$ cat src/rtl/rx_buffer_if.sv
// Upstream/downstream handshake bundle for rx_buffer.
// Item width defaults from `PAYLOAD_SIZE and `ADDR_BITS when not predefined.
`ifndef PAYLOAD_SIZE
`define PAYLOAD_SIZE 8
`endif
`ifndef ADDR_BITS
`define ADDR_BITS 4
`endif

interface rx_buffer_if #(
    parameter int unsigned IW = `PAYLOAD_SIZE + `ADDR_BITS
);
    logic          ena;
    logic [IW-1:0] item_in;
    logic          busy;
    logic          read;
    logic          empty;
    logic [IW-1:0] item_out;

    modport master (output ena, item_in, read, input busy, empty, item_out);
    modport slave  (input ena, item_in, read, output busy, empty, item_out);
endinterface

$ cat src/rtl/rx_buffer.sv
// First-word-fall-through circular receive buffer with async active-low reset.
// Optional occupancy/peak statistics ports enabled by macro RX_BUFFER_STATS_EN.
`ifndef PAYLOAD_SIZE
`define PAYLOAD_SIZE 8
`endif
`ifndef ADDR_BITS
`define ADDR_BITS 4
`endif

module rx_buffer #(
    parameter  int unsigned DEPTH = 4,
    localparam int unsigned CW    = $clog2(DEPTH) + 1
) (
    input  logic          clk,
    input  logic          rst_n,
    rx_buffer_if.slave    bus
`ifdef RX_BUFFER_STATS_EN
    ,
    output logic [CW-1:0] occupancy,
    output logic [CW-1:0] peak
`endif
);
    localparam int unsigned IW = `PAYLOAD_SIZE + `ADDR_BITS;
    localparam int unsigned AW = $clog2(DEPTH);

    logic [IW-1:0] mem [DEPTH];
    logic [AW-1:0] wr_ptr;
    logic [AW-1:0] rd_ptr;
    logic [CW-1:0] count;
    logic [CW-1:0] count_nxt;
    logic          full;
    logic          none;
    logic          wr_en;
    logic          rd_en;

    // Status decoded purely from the count register, never from inputs.
    assign full  = (count == CW'(DEPTH));
    assign none  = (count == CW'(0));
    assign wr_en = bus.ena && !full;
    assign rd_en = bus.read && !none;

    assign bus.busy     = full;
    assign bus.empty    = none;
    assign bus.item_out = mem[rd_ptr];

    always_comb begin
        count_nxt = count;
        case ({wr_en, rd_en})
            2'b10:   count_nxt = count + CW'(1);
            2'b01:   count_nxt = count - CW'(1);
            default: count_nxt = count;
        endcase
    end

    // Pointers wrap naturally because DEPTH is a power of two.
    always_ff @(posedge clk or negedge rst_n) begin
        if (!rst_n) begin
            wr_ptr <= '0;
            rd_ptr <= '0;
            count  <= '0;
        end else begin
            if (wr_en) wr_ptr <= wr_ptr + AW'(1);
            if (rd_en) rd_ptr <= rd_ptr + AW'(1);
            count <= count_nxt;
        end
    end

    // Storage is intentionally left unreset.
    always_ff @(posedge clk) begin
        if (wr_en) mem[wr_ptr] <= bus.item_in;
    end

`ifdef RX_BUFFER_STATS_EN
    logic [CW-1:0] peak_q;

    always_ff @(posedge clk or negedge rst_n) begin
        if (!rst_n) begin
            peak_q <= '0;
        end else if (count_nxt > peak_q) begin
            peak_q <= count_nxt;
        end
    end

    assign occupancy = count;
    assign peak      = peak_q;
`endif
endmodule

$ cat src/flat_wrapper.sv
// flat-port wrapper written by rule: the top's interface ports become plain ports
module rx_buffer_flat 
#(
    parameter  int unsigned DEPTH = 4,
    localparam int unsigned CW    = $clog2(DEPTH) + 1
)
  (clk, rst_n, bus_ena, bus_item_in, bus_read, bus_busy, bus_empty, bus_item_out);
  rx_buffer_if #(.IW((`PAYLOAD_SIZE + `ADDR_BITS))) bus_i ();
  input  logic clk;
  input  logic rst_n;
  input wire logic [$bits(bus_i.ena)-1:0] bus_ena;
  input wire logic [$bits(bus_i.item_in)-1:0] bus_item_in;
  input wire logic [$bits(bus_i.read)-1:0] bus_read;
  output wire logic [$bits(bus_i.busy)-1:0] bus_busy;
  output wire logic [$bits(bus_i.empty)-1:0] bus_empty;
  output wire logic [$bits(bus_i.item_out)-1:0] bus_item_out;
  assign bus_i.ena = bus_ena;
  assign bus_i.item_in = bus_item_in;
  assign bus_i.read = bus_read;
  assign bus_busy = bus_i.busy;
  assign bus_empty = bus_i.empty;
  assign bus_item_out = bus_i.item_out;
  rx_buffer #(.DEPTH(DEPTH)) u_core (.clk(clk), .rst_n(rst_n), .bus(bus_i));
endmodule
$ cat config.mk
export PLATFORM = sky130hd
export DESIGN_NAME = rx_buffer_flat
export DESIGN_NICKNAME = d
export VERILOG_FILES = /design/src/rtl/rx_buffer_if.sv /design/src/rtl/rx_buffer.sv /design/src/flat_wrapper.sv
export SDC_FILE = /design/constraint.sdc
export NUM_CORES = 1
export LEC_CHECK = 0
export CORE_UTILIZATION = 55
export CTS_CLUSTER_SIZE = 24
export DETAILED_ROUTE_END_ITERATION = 8
export PLACE_DENSITY = 0.8
export SYNTH_ARGS = -nofsm -noshare
export SYNTH_HDL_FRONTEND = slang
export SYNTH_SLANG_ARGS = --single-unit
$ cat constraint.sdc
create_clock -name clk -period 3.7 [get_ports clk]
set_input_delay 0.555 -clock clk [delete_from_list [all_inputs] [get_ports clk]]
set_output_delay 0.555 -clock clk [all_outputs]
set_load 0.01 [all_outputs]
==> results.tsv, run 1 <==
stage	metric	value	unit
route	drc	0	
route	vias	1007	
global_route	grt_usage	0.1767	
final_layout	layoutNonFillerInstCount	182	
die	die_height	65.08	um
clocking	tritoncts	done	
outcome	status	complete, no violations	
timing	fin_crit_sh	0.7653	
clocking	postCtsSetupRepairBufs	0	
synthesis	netlist_area	2188	um^2
timing	fin_skew	3.970	ps
setup_path	worst_ep_arrival_time	2280	ps
timing	worstMarginPinSlew	756.6	ps
synthesis	ys_ff_latch	55	
global_route	grt_pass1_vias	1025	
power	power_density	762.9	nW/um^2
place	placed_cells	174	
die	start_util	0.5846	
setup_path	crit_required	3140	ps
synthesis	synthDistinctLibCells	21	
global_route	grt_first_pass_wirelength	5126	um
route	via_per_inst	5.533	
clocking	hold_buffers	0	
timing	finalHoldViolCount	0	
run	cap_violations	0	
timing	setup_viol	0	
synthesis	yosysTopAreaCell	edfxtp_1	
global_route	grt_overflow	0	
timing	setup_ws	868.6	ps
synthesis	synth.avg_cell_area	21.88	um^2
place	hpwlAfterDp	2193	um
timing	slew_headroom	0.4956	
route	wirelength	3192	um
synthesis	synth_area_leaders	edfxtp_1 66%, mux4_2 8.2%, dfrtp_1 8.0%	
die	die_w	65.08	um
synthesis	seq_area_frac_synth	0.7387	
die	io_pins	30	
route	first_iter_violations	59	
clocking	clk_path_buf_depth	2	
clocking	h-tree-depth	2	
place	dp_worst_setup_slack	1143	ps
die	rows	22	
die	die_area	4235	um^2
clocking	clock_latency	300	ps
clocking	clk_pin_slew	90	ps
timing	fin_crit	2831	ps
timing	tns	0	ps
place	place.gp.congestion	0.6284	
route	wl_per_cell	17.54	um
clocking	cts_buffers	5	
route	ant_nets	0	
die	core_region_area	3744	um^2
timing	rsz0062_at_grt	no	
clocking	clock_sinks	55	
final_layout	drive_above_1_share	0.1418	
final_layout	fill_cells	255	
clocking	post_cts_resized	0	
setup_path	worst_setup_path_end_kind	output port	
final_layout	diodes	0	
global_route	antenna_found_initial	0	
setup_path	worstSetupPathType	flop to output port	
final_layout	ff_latch_area	1617	um^2
clocking	cts-root-buf	clkbuf_8	
final_layout	final_nets	155	
synthesis	synth_warnings	0	
timing	fmax	353.2	MHz
setup_path	r2r.worst_path.cells	9	
final_layout	areaGrowthSynthToFinish	19.61	%
synthesis	synth_nets	122	
route	first_pass_iters	4	
place	port_buffers	29	
hold_path	min_path_type	primary input to async pin	
power	vdd.ir_drop.worst	524.5	uV
synthesis	synth_top_area_share	0.6587	
setup_path	path_max_fanout	14	
timing	slew_violations	0	
power	leakagePower	0.9156	nW
global_route	grt_max_degree	19	
setup_path	start_kind	flop	
final_layout	multi_input_area	513.0	um^2
synthesis	synthCells	100	
-- where the power goes --
group / internal (mW) / switching (mW) / total (mW)
Sequential: 0.834 / 0.123 / 0.957
Clock: 0.204 / 0.193 / 0.397
Combinational: 0.388 / 0.255 / 0.644
-- sequential cells by signal, summed over array words and instances, names as in the netlist --
signal and count:
u_core.count 3, u_core.rd_ptr 2, u_core.mem 48, u_core.wr_ptr 2
-- cell usage after synthesis, drive strengths merged --
library cell	number
xor2	3
buf	3
nor3	1
o31a	1
xnor2	3
nor2	1
mux2	1
inv	6
and2	4
ha	5
mux4	12
nor2b	1
nor3b	1
mux2i	1
dfrtp	7
fa	1
edfxtp	48
nand2	1
-- path summary, 6_finish.rpt --
path,start,to,slack [ps]
min reg2reg,u_core.count[2],u_core.count[2],530
min,rst_n,u_core.count[2],500
max,u_core.rd_ptr[0],bus_item_out[9],870
max in group asynchronous,rst_n,u_core.rd_ptr[1],2960
min in group clk,u_core.count[2],u_core.count[2],530
max reg2reg,u_core.count[0],u_core.count[2],1720
-- layout make-up --
class	instances	area share
clock inverter	3	0.01769
multi-input combinational	36	0.1960
clock buffer	5	0.02629
inverter	6	0.008604
sequential	55	0.6176
tap	48	0.02294
timing repair buffer	29	0.1109
-- per-layer routing --
| layer | up-vias | share of wire | GRT usage |
|---|---|---|---|
| li1 | 458 | - | - |
| met1 | 509 | 0.43 | 0.2346 |
| met2 | 32 | 0.51 | 0.2826 |
| met3 | 8 | 0.045 | 0.03169 |
| met4 | 0 | 0.021 | 0.08967 |
| met5 | - | 0 | 0 |
-- per-stage QoR --
step / hold WS [ps] / instance area (um^2) / util / power (mW)
finish: 502.3 / 2618 / 0.6992 / 1.997
global route: 533.2 / 2618 / 0.6992 / 2.096
floorplan: 259.4 / 2188 / - / 1.364
CTS: 506.1 / 2618 / 0.6992 / 2.024
detailed placement: 514.9 / 2502 / 0.6684 / 1.633
global placement: 493.3 / 2502 / 0.6684 / 1.598
-- worst max-delay path: stages (launching register included) --
cell             delay, ps
dfrtp_1                840
mux4_1                 640
clkdlybuf4s50_1        490
-- layout by cell type (no fill, tap or decap), drive strengths merged, types with 3 or more instances in the layout --
master	synthesis	final
dfrtp	7	7
clkbuf	0	5
ha	5	5
inv	6	7
xnor2	3	3
edfxtp	48	48
and2	4	4
mux4	12	12
xor2	3	3
clkdlybuf4s50	0	29
-- logic make-up (layout without fill, tap and decap cells) --
kind of cell / count (synthesis) / in the layout / share of synthesized area
muxes: 14 / 14 / 0.1418
AOI/OAI and AO/OA: 1 / 1 / 0.004003
and+or+nand+nor: 9 / 9 / 0.02687
buffers and inverters: 9 / 43 / 0.02687
xor gates and xnor gates: 6 / 6 / 0.02402
adders and majority gates: 6 / 6 / 0.03774
DFF: 55 / 55 / 0.7387
Note: power is estimated with default switching activity, not from simulation.
==> run 2, diff against run 1 <==
CORE_UTILIZATION = 48   (was 55)
PLACE_DENSITY = 0.74   (was 0.8)
clock period = 2.6 ns   (was 3.7 ns; I/O delays follow)
==> results.tsv, run 2 (same netlist as run 1, synthesis figures left out) <==
stage	metric	value	unit	change
die	core_region_area	4354	um^2	was 3744 um^2
route	via_per_inst	5.188		was 5.533
final_layout	final_nets	161		was 155
place	place.gp.congestion	0.7578		was 0.6284
timing	finalHoldViolCount	0		unchanged
global_route	grt_usage	0.1549		was 0.1767
timing	rsz0062_at_grt	no		unchanged
timing	slew_violations	0		unchanged
final_layout	areaGrowthSynthToFinish	21.56	%	was 19.61%
global_route	grt_overflow	0		unchanged
clocking	h-tree-depth	2		unchanged
final_layout	layout_commonest_cell	edfxtp_1		unchanged
power	finalPower	2.855	mW	was 1.997 mW
setup_path	crit_required	2210	ps	was 3140 ps
hold_path	min_path_type	primary input to async pin		unchanged
final_layout	fin_util	0.6109		was 0.6992
final_layout	drive_above_1_share	0.1714		was 0.1418
clocking	clk_pin_slew	90	ps	about the same
final_layout	postLayoutCellArea	2660	um^2	was 2618 um^2
timing	fmax	429.1	MHz	
die	die_w	69.52	um	was 65.08 um
place	port_buffers	29		unchanged
timing	fin_crit_sh	0.8963		
run	cap_violations	0		unchanged
clocking	cts_buffers	5		unchanged
final_layout	final_cell_mix	48 x edfxtp_1, 29 x clkdlybuf4s50_1, 8 x mux4_2, 7 x dfrtp_1		was 48 x edfxtp_1, 29 x clkdlybuf4s50_1, 8 x mux4_2, 7 x dfrtp_1, 6 x inv_1
clocking	hold_buffers	0		unchanged
die	die_area	4833	um^2	was 4235 um^2
timing	tns	0	ps	unchanged
clocking	cts-root-buf	clkbuf_8		unchanged
die	die_height	69.52	um	was 65.08 um
final_layout	top_regs	u_core.mem x48, u_core.count x3		unchanged
global_route	grt_pass1_vias	1077		was 1025
place	hpwlAfterDp	2244	um	was 2193 um
global_route	grt_first_pass_wirelength	5478	um	was 5126 um
clocking	post_cts_resized	0		unchanged
setup_path	worst_ep_arrival_time	1940	ps	was 2280 ps
route	first_iter_violations	65		was 59
power	leakagePower	0.9473	nW	was 0.9156 nW
global_route	antenna_found_initial	0		unchanged
setup_path	slowest_stage	mux4_1		was dfrtp_1
route	vias	996		was 1007
outcome	status	complete, no violations		unchanged
clocking	clk_path_buf_depth	2		unchanged
die	rows	24		was 22
timing	timing.hold.ws	354.9	ps	was 502.3 ps
clocking	clock_latency	300	ps	about the same
setup_path	path_cells	buf_4, mux4_1, clkdlybuf4s50_1		was mux4_1, clkdlybuf4s50_1
timing	slew_headroom	0.6153		was 0.4956
timing	worstMarginPinSlew	577.1	ps	was 756.6 ps
route	wl_per_cell	16.90	um	was 17.54 um
route	ant_nets	0		unchanged
route	wirelength	3244	um	was 3192 um
clocking	clock_sinks	55		unchanged
die	start_util	0.5026		was 0.5846
route	drc	0		unchanged
clocking	postCtsSetupRepairBufs	0		unchanged
place	post_dp_cell_area	2552	um^2	was 2502 um^2
setup_path	worstSetupPathType	flop to output port		unchanged
power	vdd.ir_drop.worst	512.7	uV	was 524.5 uV
power	power_density	1073	nW/um^2	was 762.9 nW/um^2
die	io_pins	30		unchanged
final_layout	diodes	0		unchanged
setup_path	start_kind	flop		unchanged
setup_path	max_stage_delay	590	ps	was 840 ps
global_route	grt_max_degree	17		was 19
timing	fin_crit	2330	ps	
setup_path	path_max_fanout	8		was 14
final_layout	largest_reg_flops	48		unchanged
final_layout	top_register	u_core.mem		unchanged
setup_path	worst_setup_path_end_kind	output port		unchanged
final_layout	fill_cells	303		was 255
timing	fin_skew	7.579	ps	was 3.970 ps
route	first_pass_iters	3		was 4
timing	setup_viol	0		unchanged
clocking	tritoncts	done		unchanged
## run 2: changes by cell type in the layout (fill, tap and decap cells not counted), sizes merged
cell,change
inv,-1
clkinvlp,-1
clkinv,+2
buf,+6
## run 2: area by class of cell
cell class	instances	area [um^2]	share of cell area
clock buffer	5	68.82	0.02587
clock inverter	3	38.79	0.01458
inverter	6	22.52	0.008467
multi-input combinational	36	513.0	0.1929
sequential	55	1617	0.6077
tap	52	65.06	0.02446
timing repair buffer	35	335.3	0.1261
## run 2: path summary, 6_finish.rpt
path,cells after the start,endpoint,from,slack [ps]
max,3,bus_item_out[3],u_core.rd_ptr[0],270
min,1,u_core.wr_ptr[1],rst_n,350
max reg2reg,9,u_core.count[2],u_core.count[0],620
min reg2reg,1,u_core.count[2],u_core.count[2],550
max in group asynchronous,1,u_core.count[1],rst_n,1990
min in group clk,1,u_core.count[2],u_core.count[2],550
## run 2: stage by stage
| step | worst slack, ps | cells |
|---|---|---|
| floorplan | 660.9 | 100 |
| global placement | 501.0 | 184 |
| detailed placement | 404.7 | 184 |
| CTS | 230.5 | 192 |
| global route | 176.6 | 192 |
| finish | 269.7 | 192 |
## run 2: metal layers
metal	track usage	wire [um]	share of wire	up-vias
met4	0.04082	42	0.013	0
met3	0.04070	106	0.033	6
met2	0.2589	1739	0.54	19
li1	-	-	-	467
met1	0.2029	1355	0.42	504
met5	0	0	0	-
## run 2: worst max-delay path: cells and delay by family (launching register included)
family / cells / cell delay [ps]
buffers and inverters: 2 / 700
muxes: 1 / 590
DFF: 1 / 360
## run 2: power by group
part,internal (mW),switching [mW]
clock,0.282,0.247
sequential,1.18,0.123
combinational,0.596,0.423
